## src/rtl/serial_arith_unit8.sv

```systemverilog
// serial_arith_unit8: bit-serial 4-op arithmetic unit, one full-adder slice, LSB first
// Ports: clk/rst (sync, active-high); start/sel1/sel0/cin/x/y latched in IDLE;
// busy high while shifting, done pulses when f/cout update; f/cout hold until next completion.
module serial_arith_unit8 #(
  parameter int WIDTH = 8
) (
  input  logic             clk,
  input  logic             rst,
  input  logic             start,
  input  logic             sel1,
  input  logic             sel0,
  input  logic             cin,
  input  logic [WIDTH-1:0] x,
  input  logic [WIDTH-1:0] y,
  output logic             busy,
  output logic             done,
  output logic [WIDTH-1:0] f,
  output logic             cout
);
  localparam int CW = (WIDTH > 1) ? $clog2(WIDTH) : 1;
  localparam logic [1:0] IDLE = 2'd0, SHIFT = 2'd1, DONE = 2'd2;
  logic [1:0] state_q, state_d;
  logic [CW-1:0] cnt_q, cnt_d;
  logic [WIDTH-1:0] x_q, x_d, y_q, y_d, r_q, r_d, f_q, f_d;
  logic [1:0] sel_q, sel_d;
  logic cin_q, cin_d, c_q, c_d, cout_q, cout_d;
  logic b, s, co;
  assign b = (sel_q == 2'b00) ? 1'b0 : (sel_q == 2'b01) ? y_q[0] : (sel_q == 2'b10) ? ~y_q[0] : 1'b1;
  // transfer mode outputs y while the carry chain keeps running x + all-ones
  assign s = (&sel_q && cin_q) ? y_q[0] : x_q[0] ^ b ^ c_q;
  assign co = (x_q[0] & b) | (x_q[0] & c_q) | (b & c_q);
  assign busy = state_q == SHIFT;
  assign done = state_q == DONE;
  assign f = f_q;
  assign cout = cout_q;
  always_comb begin
    state_d = state_q;
    cnt_d = cnt_q;
    x_d = x_q;
    y_d = y_q;
    r_d = r_q;
    f_d = f_q;
    sel_d = sel_q;
    cin_d = cin_q;
    c_d = c_q;
    cout_d = cout_q;
    if (state_q == IDLE && start) begin
      state_d = SHIFT;
      cnt_d = CW'(WIDTH - 1);
      x_d = x;
      y_d = y;
      r_d = '0;
      sel_d = {sel1, sel0};
      cin_d = cin;
      c_d = sel1 ? (~sel0 & ~cin) : cin;
    end else if (state_q == SHIFT) begin
      x_d = x_q >> 1;
      y_d = y_q >> 1;
      r_d = {s, r_q[WIDTH-1:1]};
      c_d = co;
      cnt_d = cnt_q - CW'(1);
      if (cnt_q == '0) begin
        state_d = DONE;
        f_d = {s, r_q[WIDTH-1:1]};
        cout_d = co;
      end
    end else if (state_q == DONE) begin
      state_d = IDLE;
    end
  end
  always_ff @(posedge clk) begin
    if (rst) begin
      state_q <= IDLE;
      cnt_q <= '0;
      x_q <= '0;
      y_q <= '0;
      r_q <= '0;
      f_q <= '0;
      sel_q <= '0;
      cin_q <= 1'b0;
      c_q <= 1'b0;
      cout_q <= 1'b0;
    end else begin
      state_q <= state_d;
      cnt_q <= cnt_d;
      x_q <= x_d;
      y_q <= y_d;
      r_q <= r_d;
      f_q <= f_d;
      sel_q <= sel_d;
      cin_q <= cin_d;
      c_q <= c_d;
      cout_q <= cout_d;
    end
  end
endmodule

```

## config.mk

```make
export PLATFORM = sky130hd
export DESIGN_NAME = serial_arith_unit8
export DESIGN_NICKNAME = d
export VERILOG_FILES = /design/src/rtl/serial_arith_unit8.sv
export SDC_FILE = /design/constraint.sdc
export NUM_CORES = 1
export LEC_CHECK = 0
export BUFFER_PORTS_ARGS = -buffer_cell sky130_fd_sc_hd__buf_2
export CAP_MARGIN = 20
export CORE_ASPECT_RATIO = 0.7
export CORE_UTILIZATION = 45
export CTS_CLUSTER_DIAMETER = 60
export DETAILED_ROUTE_END_ITERATION = 10
export PLACE_DENSITY_LB_ADDON = 0.2
export SYNTH_ARGS = -nofsm -noshare
export SYNTH_HDL_FRONTEND = slang
export SYNTH_SLANG_ARGS = --single-unit
```

## constraint.sdc

```tcl
create_clock -name clk -period 3.89 [get_ports clk]
set_clock_uncertainty 0.15 [all_clocks]
set_input_delay 0 -clock clk [delete_from_list [all_inputs] [get_ports clk]]
set_output_delay 0 -clock clk [all_outputs]
set_load 0.01 [all_outputs]
```

Word level (Yosys, flattened, before mapping)
Cells that the tools add are included.
{ "totals": {"wordCells": 60, "inputBits": 22, "reg_bits": 42, "output_inout_bits": 11} }
{ "op_classes": {"n_addsub": 1, "eq_ne": 6, "n_bitwise": 12, "muxes": 17, "reduce_logical": 13} }
{ "op_table": {"columns": ["cell", "n"], "rows": [
  ["$mux W8", 4],
  ["$mux W1", 8],
  ["$mux W2", 3],
  ["$mux W3", 2],
  ["$reduce_and A2 Y1", 3],
  ["$and A1 B1 Y1", 4],
  ["$eq A2 B1 Y1 const B", 2],
  ["$eq A2 B2 Y1 const B", 2],
  ["$logic_not A2 Y1", 2],
  ["$not A1 Y1", 4],
  ["$reduce_bool A2 Y1", 2],
  ["$logic_not A3 Y1", 1],
  ["$ne A3 B1 Y1 const B", 1],
  ["$reduce_and A3 Y1", 1],
  ["$reduce_bool A3 Y1", 1],
  ["$sub A3 B1 Y3 const B", 1],
  ["$logic_and A1 B1 Y1", 2],
  ["$ne A2 B1 Y1 const B", 1],
  ["$or A1 B1 Y1", 2],
  ["$reduce_or A2 Y1", 1],
  ["$xor A1 B1 Y1", 2]
]} }

Logic depth before layout (Yosys ltp)
{ "logic_depth": {"ltp_word": 9, "ltp_mapped": 7, "mapped_depth_nobuf": 6} }

Worst setup path before layout
Ideal clock, no wire load.
{ "synth_timing": {"path_kind": "register -> register", "startpoint": "register y_q[0]", "endpoint": "register f_q[7], in the netlist f[7]", "required_time_ps": 3654, "setup_slack_ps": 2245, "stages_incl_launch_ff": 5, "period_less_slack_ps": 1645, "setup_ps": 86, "arrival_ps": 1410, "path_buffers": 0, "path_cell_list": "dfxtp_1 > mux2_2 > fa_1 > mux2i_1 > a211oi_1"} }
{ "synth_via": {"elab_chain_len": 7} }
{ "synth_lines": {"columns": ["item", "line_no", "source"], "rows": [
  ["from (decl)", "24", "logic [WIDTH-1:0] x_q, x_d, y_q, y_d, r_q, r_d, f_q, f_d;"],
  ["from (signal assigned)", "87", "y_q <= y_d;"],
  ["$not A1 Y1", "28", "assign b = (sel_q == 2'b00) ? 1'b0 : (sel_q == 2'b01) ? y_q[0] : (sel_q == 2'b10) ? ~y_q[0] : 1'b1;"],
  ["$mux W1 (3 in series)", "28", null],
  ["$xor A1 B1 Y1 (2 in series)", "30", "assign s = (&sel_q && cin_q) ? y_q[0] : x_q[0] ^ b ^ c_q;"],
  ["$mux W1 (*)", "30", null],
  ["to (signal assigned)", "78", "f_q <= '0;"],
  ["to (signal assigned)", "89", "f_q <= f_d;"],
  ["to (decl)", "24", null]
]} }
Mark *: on every way between the ends. The rest lies on a longest branch, timed or not.
A chain may end at the register's enable or synchronous reset.

Worst setup path in the final report
{ "layout_timing": {"startpoint": "register state_q[1]", "endpoint": "register r_q[7]"} }
{ "layout_via": {"elab_chain_len": 3, "elab_cells_between_ends": 4, "classes_between": "eq/ne (1); reduce/logical (3)"} }
{ "layout_lines": {"columns": ["item", "line_no", "source"], "rows": [
  ["from (decl)", "22", "logic [1:0] state_q, state_d;"],
  ["from (signal assigned)", "84", "state_q <= state_d;"],
  ["$logic_not A2 Y1", "47", "if (state_q == IDLE && start) begin"],
  ["$logic_and A1 B1 Y1", "47", null],
  ["$reduce_or A2 Y1 (no line)", null, null],
  ["to (signal assigned)", "88", "r_q <= r_d;"],
  ["to (decl)", "24", null]
]} }
Several ways; a longest one is shown, not always the timed one.

==> flow_metrics.py <==
metrics = {
    "cts": {
        "clk_pin_slew_ns": 0.08,
        "clk_latency_ns": 0.29,
        "ctsHoldBuffers": 19,
        "numCtsBuffers": 5,
        "cts_tree": "built",
        "postCtsSetupRepairBufs": 0,
        "clock-sinks": 41,
        "cts_max_level": 2,
        "clk_root_buffer_cell": "clkbuf_8",
        "clk_path_buf_depth": 2,
        "cts_resized": 0,
    },
    "finish": {
        "final_design_area_no_fill_um2": 2190,
        "num_antenna_cells": 0,
        "fin_util_pct": 60.2,
        "num-nets-final": 268,
        "area_growth_pct": 23.6,
        "multiInputGateArea_um2": 837,
        "nFillCells": 354,
        "final-seq-area_um2": 821,
        "drive_above_1_share_pct": 18.3,
        "final_cell_mix": "dfxtp_1 (41), buf_2 (32), nand2_1 (27), nor2_1 (23), mux2i_1 (22)",
        "layout_commonest_cell": "dfxtp_1",
    },
    "placement": {
        "hpwl_um": 2180,
        "routabilityCongestion": 0.728,
        "place_ws_ns": 1.94,
        "port_buffers": 32,
        "dpl_cell_area_um2": 1920,
    },
    "global_routing": {
        "grt_use_total_pct": 18.5,
        "antenna_found_initial": 0,
        "grt_pass1_wl_um": 5840,
        "grt_pass1_vias": 1291,
        "grt_max_degree": 38,
        "grt_overflow": 0,
    },
    "floorplan": {
        "die_w_um": 77.1,
        "dieHeight_um": 54.6,
        "placementRows": 18,
        "dieArea_um2": 4200,
        "ios": 33,
        "core-area_um2": 3650,
        "start_util_pct": 48.7,
    },
    "yosys": {
        "syn-cell-area_um2": 1780,
        "syn_nets": 222,
        "yosysWarnings": 0,
        "syn_inst": 193,
        "postSynthAreaPerCell_um2": 9.20,
        "synth_seq_cells": 41,
        "ys_seq_area_share_pct": 46.2,
        "synth_cell_type_count": 25,
    },
    "power_and_ir_drop": {
        "internal-power_w": 0.000670,
        "p_sw_share_pct": 28.4,
        "total_power_w": 0.000936,
        "p_leak_nw": 0.891,
        "p_per_area_nw_per_um2": 426,
        "power_frac_seq_pct": 50.8,
        "combPwrFrac_pct": 20.5,
        "peakVddDrop_mv": 0.271,
        "p_switching_w": 0.000266,
        "p_clk_share_pct": 28.6,
    },
    "setup_path": {
        "crit_type": "reg2reg",
        "startpoint_type": "register",
        "end_kind": "register",
        "path_max_fanout": 37,
        "required_ns": 3.95,
        "cp.arrival_ns": 1.98,
    },
    "routing": {
        "drtAntennaViolNets": 0,
        "viasPerCell": 4.79,
        "wl_um": 3340,
        "drt_iter0_drc": 85,
        "drc": 0,
        "drt_first_pass_iters": 4,
        "vias": 1390,
        "wl_per_cell_um": 11.5,
    },
    "min_path": {
        "hold_class": "in2reg",
    },
    "sta": {
        "fmax_mhz": 520,
        "tightest_slew_ns": 0.632,
        "drv_slew": 0,
        "rsz0062_at_grt": "false",
        "fin_crit_sh_pct": 49.4,
        "fin_setup_tns_ns": 0,
        "slew_headroom_pct": 57.7,
        "period_needed_ns": 1.92,
        "finalSetupViolCount": 0,
        "fin_ws_ns": 1.97,
        "finalHoldViolations": 0,
    },
    "status": {
        "status": "finished clean",
    },
    "job": {
        "max_cap_violations": 0,
    },
}
[area by class of cell]
cell class / count / area share [%]
Tap cell: 50 / 2.85
Inverter: 6 / 1.03
Clock inverter: 3 / 0.798
Sequential cell: 41 / 37.4
Clock buffer: 5 / 3.14
Timing Repair Buffer: 53 / 16.6
Multi-Input combinational cell: 132 / 38.1
[path summary, 6_finish.rpt]
check / start / endpoint / slack, ns / cells after the start
min reg2reg: f[0] / f[0] / 0.30 / 2
min: rst / f[0] / 0.07 / 2
max: state_q[1] / r_q[7] / 1.97 / 5
max reg2reg: state_q[1] / r_q[7] / 1.97 / 5
[synthesized netlist by cell type]
library cell  number  area [um2]
a211oi_1          16         120
a21oi_1           18        90.1
a221oi_1           1        8.76
and2_1             2        12.5
buf_1              1        3.75
buf_12             1        20.0
buf_2              3        15.0
buf_4              4        30.0
buf_6              1        11.3
clkbuf_1           4        15.0
dfxtp_1           41         821
fa_1               1        20.0
ha_1               6        75.1
inv_1              6        22.5
mux2_2             1        11.3
mux2i_1           22         220
nand2_1           27         101
nand2_2            1        6.26
nand2b_1           3        18.8
nand3_1            1        5.00
nand3b_1           2        15.0
nor2_1            23        86.3
nor2b_1            2        12.5
o21ai_0            5        25.0
xnor2_1            1        8.76
[power by group through the flow]
stage	clock [W]	sequential, W	combinational (W)
final	0.000268	0.000476	0.000192
after global routing	0.000297	0.000481	0.000221
after CTS	0.000275	0.000476	0.000195
after detailed placement	0	0.000486	0.000179
after floorplan	0	0.000481	0.000155
after global placement	0	0.000485	0.000177
[worst max-delay path, stage by stage (launching register included)]
cell,delay [ns]
dfxtp_1,0.36
inv_1,0.09
ha_1,0.20
nand2_2,0.48
nand2b_1,0.32
a211oi_1,0.22
[state kept, by name, indices dropped and copies added, names as in the netlist]
name and cells:
cnt_q 3, state_q 2, x_q 8, f 8, cin_q 1, cout 1
y_q 8, sel_q 2, c_q 1, r_q 7
[routing by layer]
| layer | share of wire, % | routed length, um | global-route usage, % | up-vias |
|---|---|---|---|---|
| met5 | 0 | 0 | 0 | - |
| met4 | 1.6 | 52 | 8.49 | 0 |
| met3 | 3.5 | 116 | 4.67 | 6 |
| met2 | 43 | 1440 | 29.9 | 21 |
| met1 | 52 | 1730 | 23.9 | 619 |
| li1 | - | - | - | 744 |
[metrics by stage]
step | instances | hold slack (ns)
3_3_place_gp | 263 | 0.0955
5_1_grt | 290 | 0.102
6_report | 290 | 0.0708
3_5_place_dp | 263 | 0.105
4_1_cts | 290 | 0.0737
2_1_floorplan | 193 | -0.0140
[cells by family (layout without fill, tap and decap cells)]
| logic type | Yosys count | after routing | share of synthesized area [%] |
|---|---|---|---|
| DFF | 41 | 41 | 46.2 |
| AOI/OAI and AO/OA | 40 | 40 | 13.7 |
| adders and majority gates | 7 | 7 | 5.36 |
| xor gates and xnor gates | 1 | 1 | 0.493 |
| muxes | 23 | 23 | 13.0 |
| and+or+nand+nor | 61 | 61 | 14.5 |
| buffers and inverters | 20 | 67 | 6.62 |
Power figures use the tool's default switching activity.
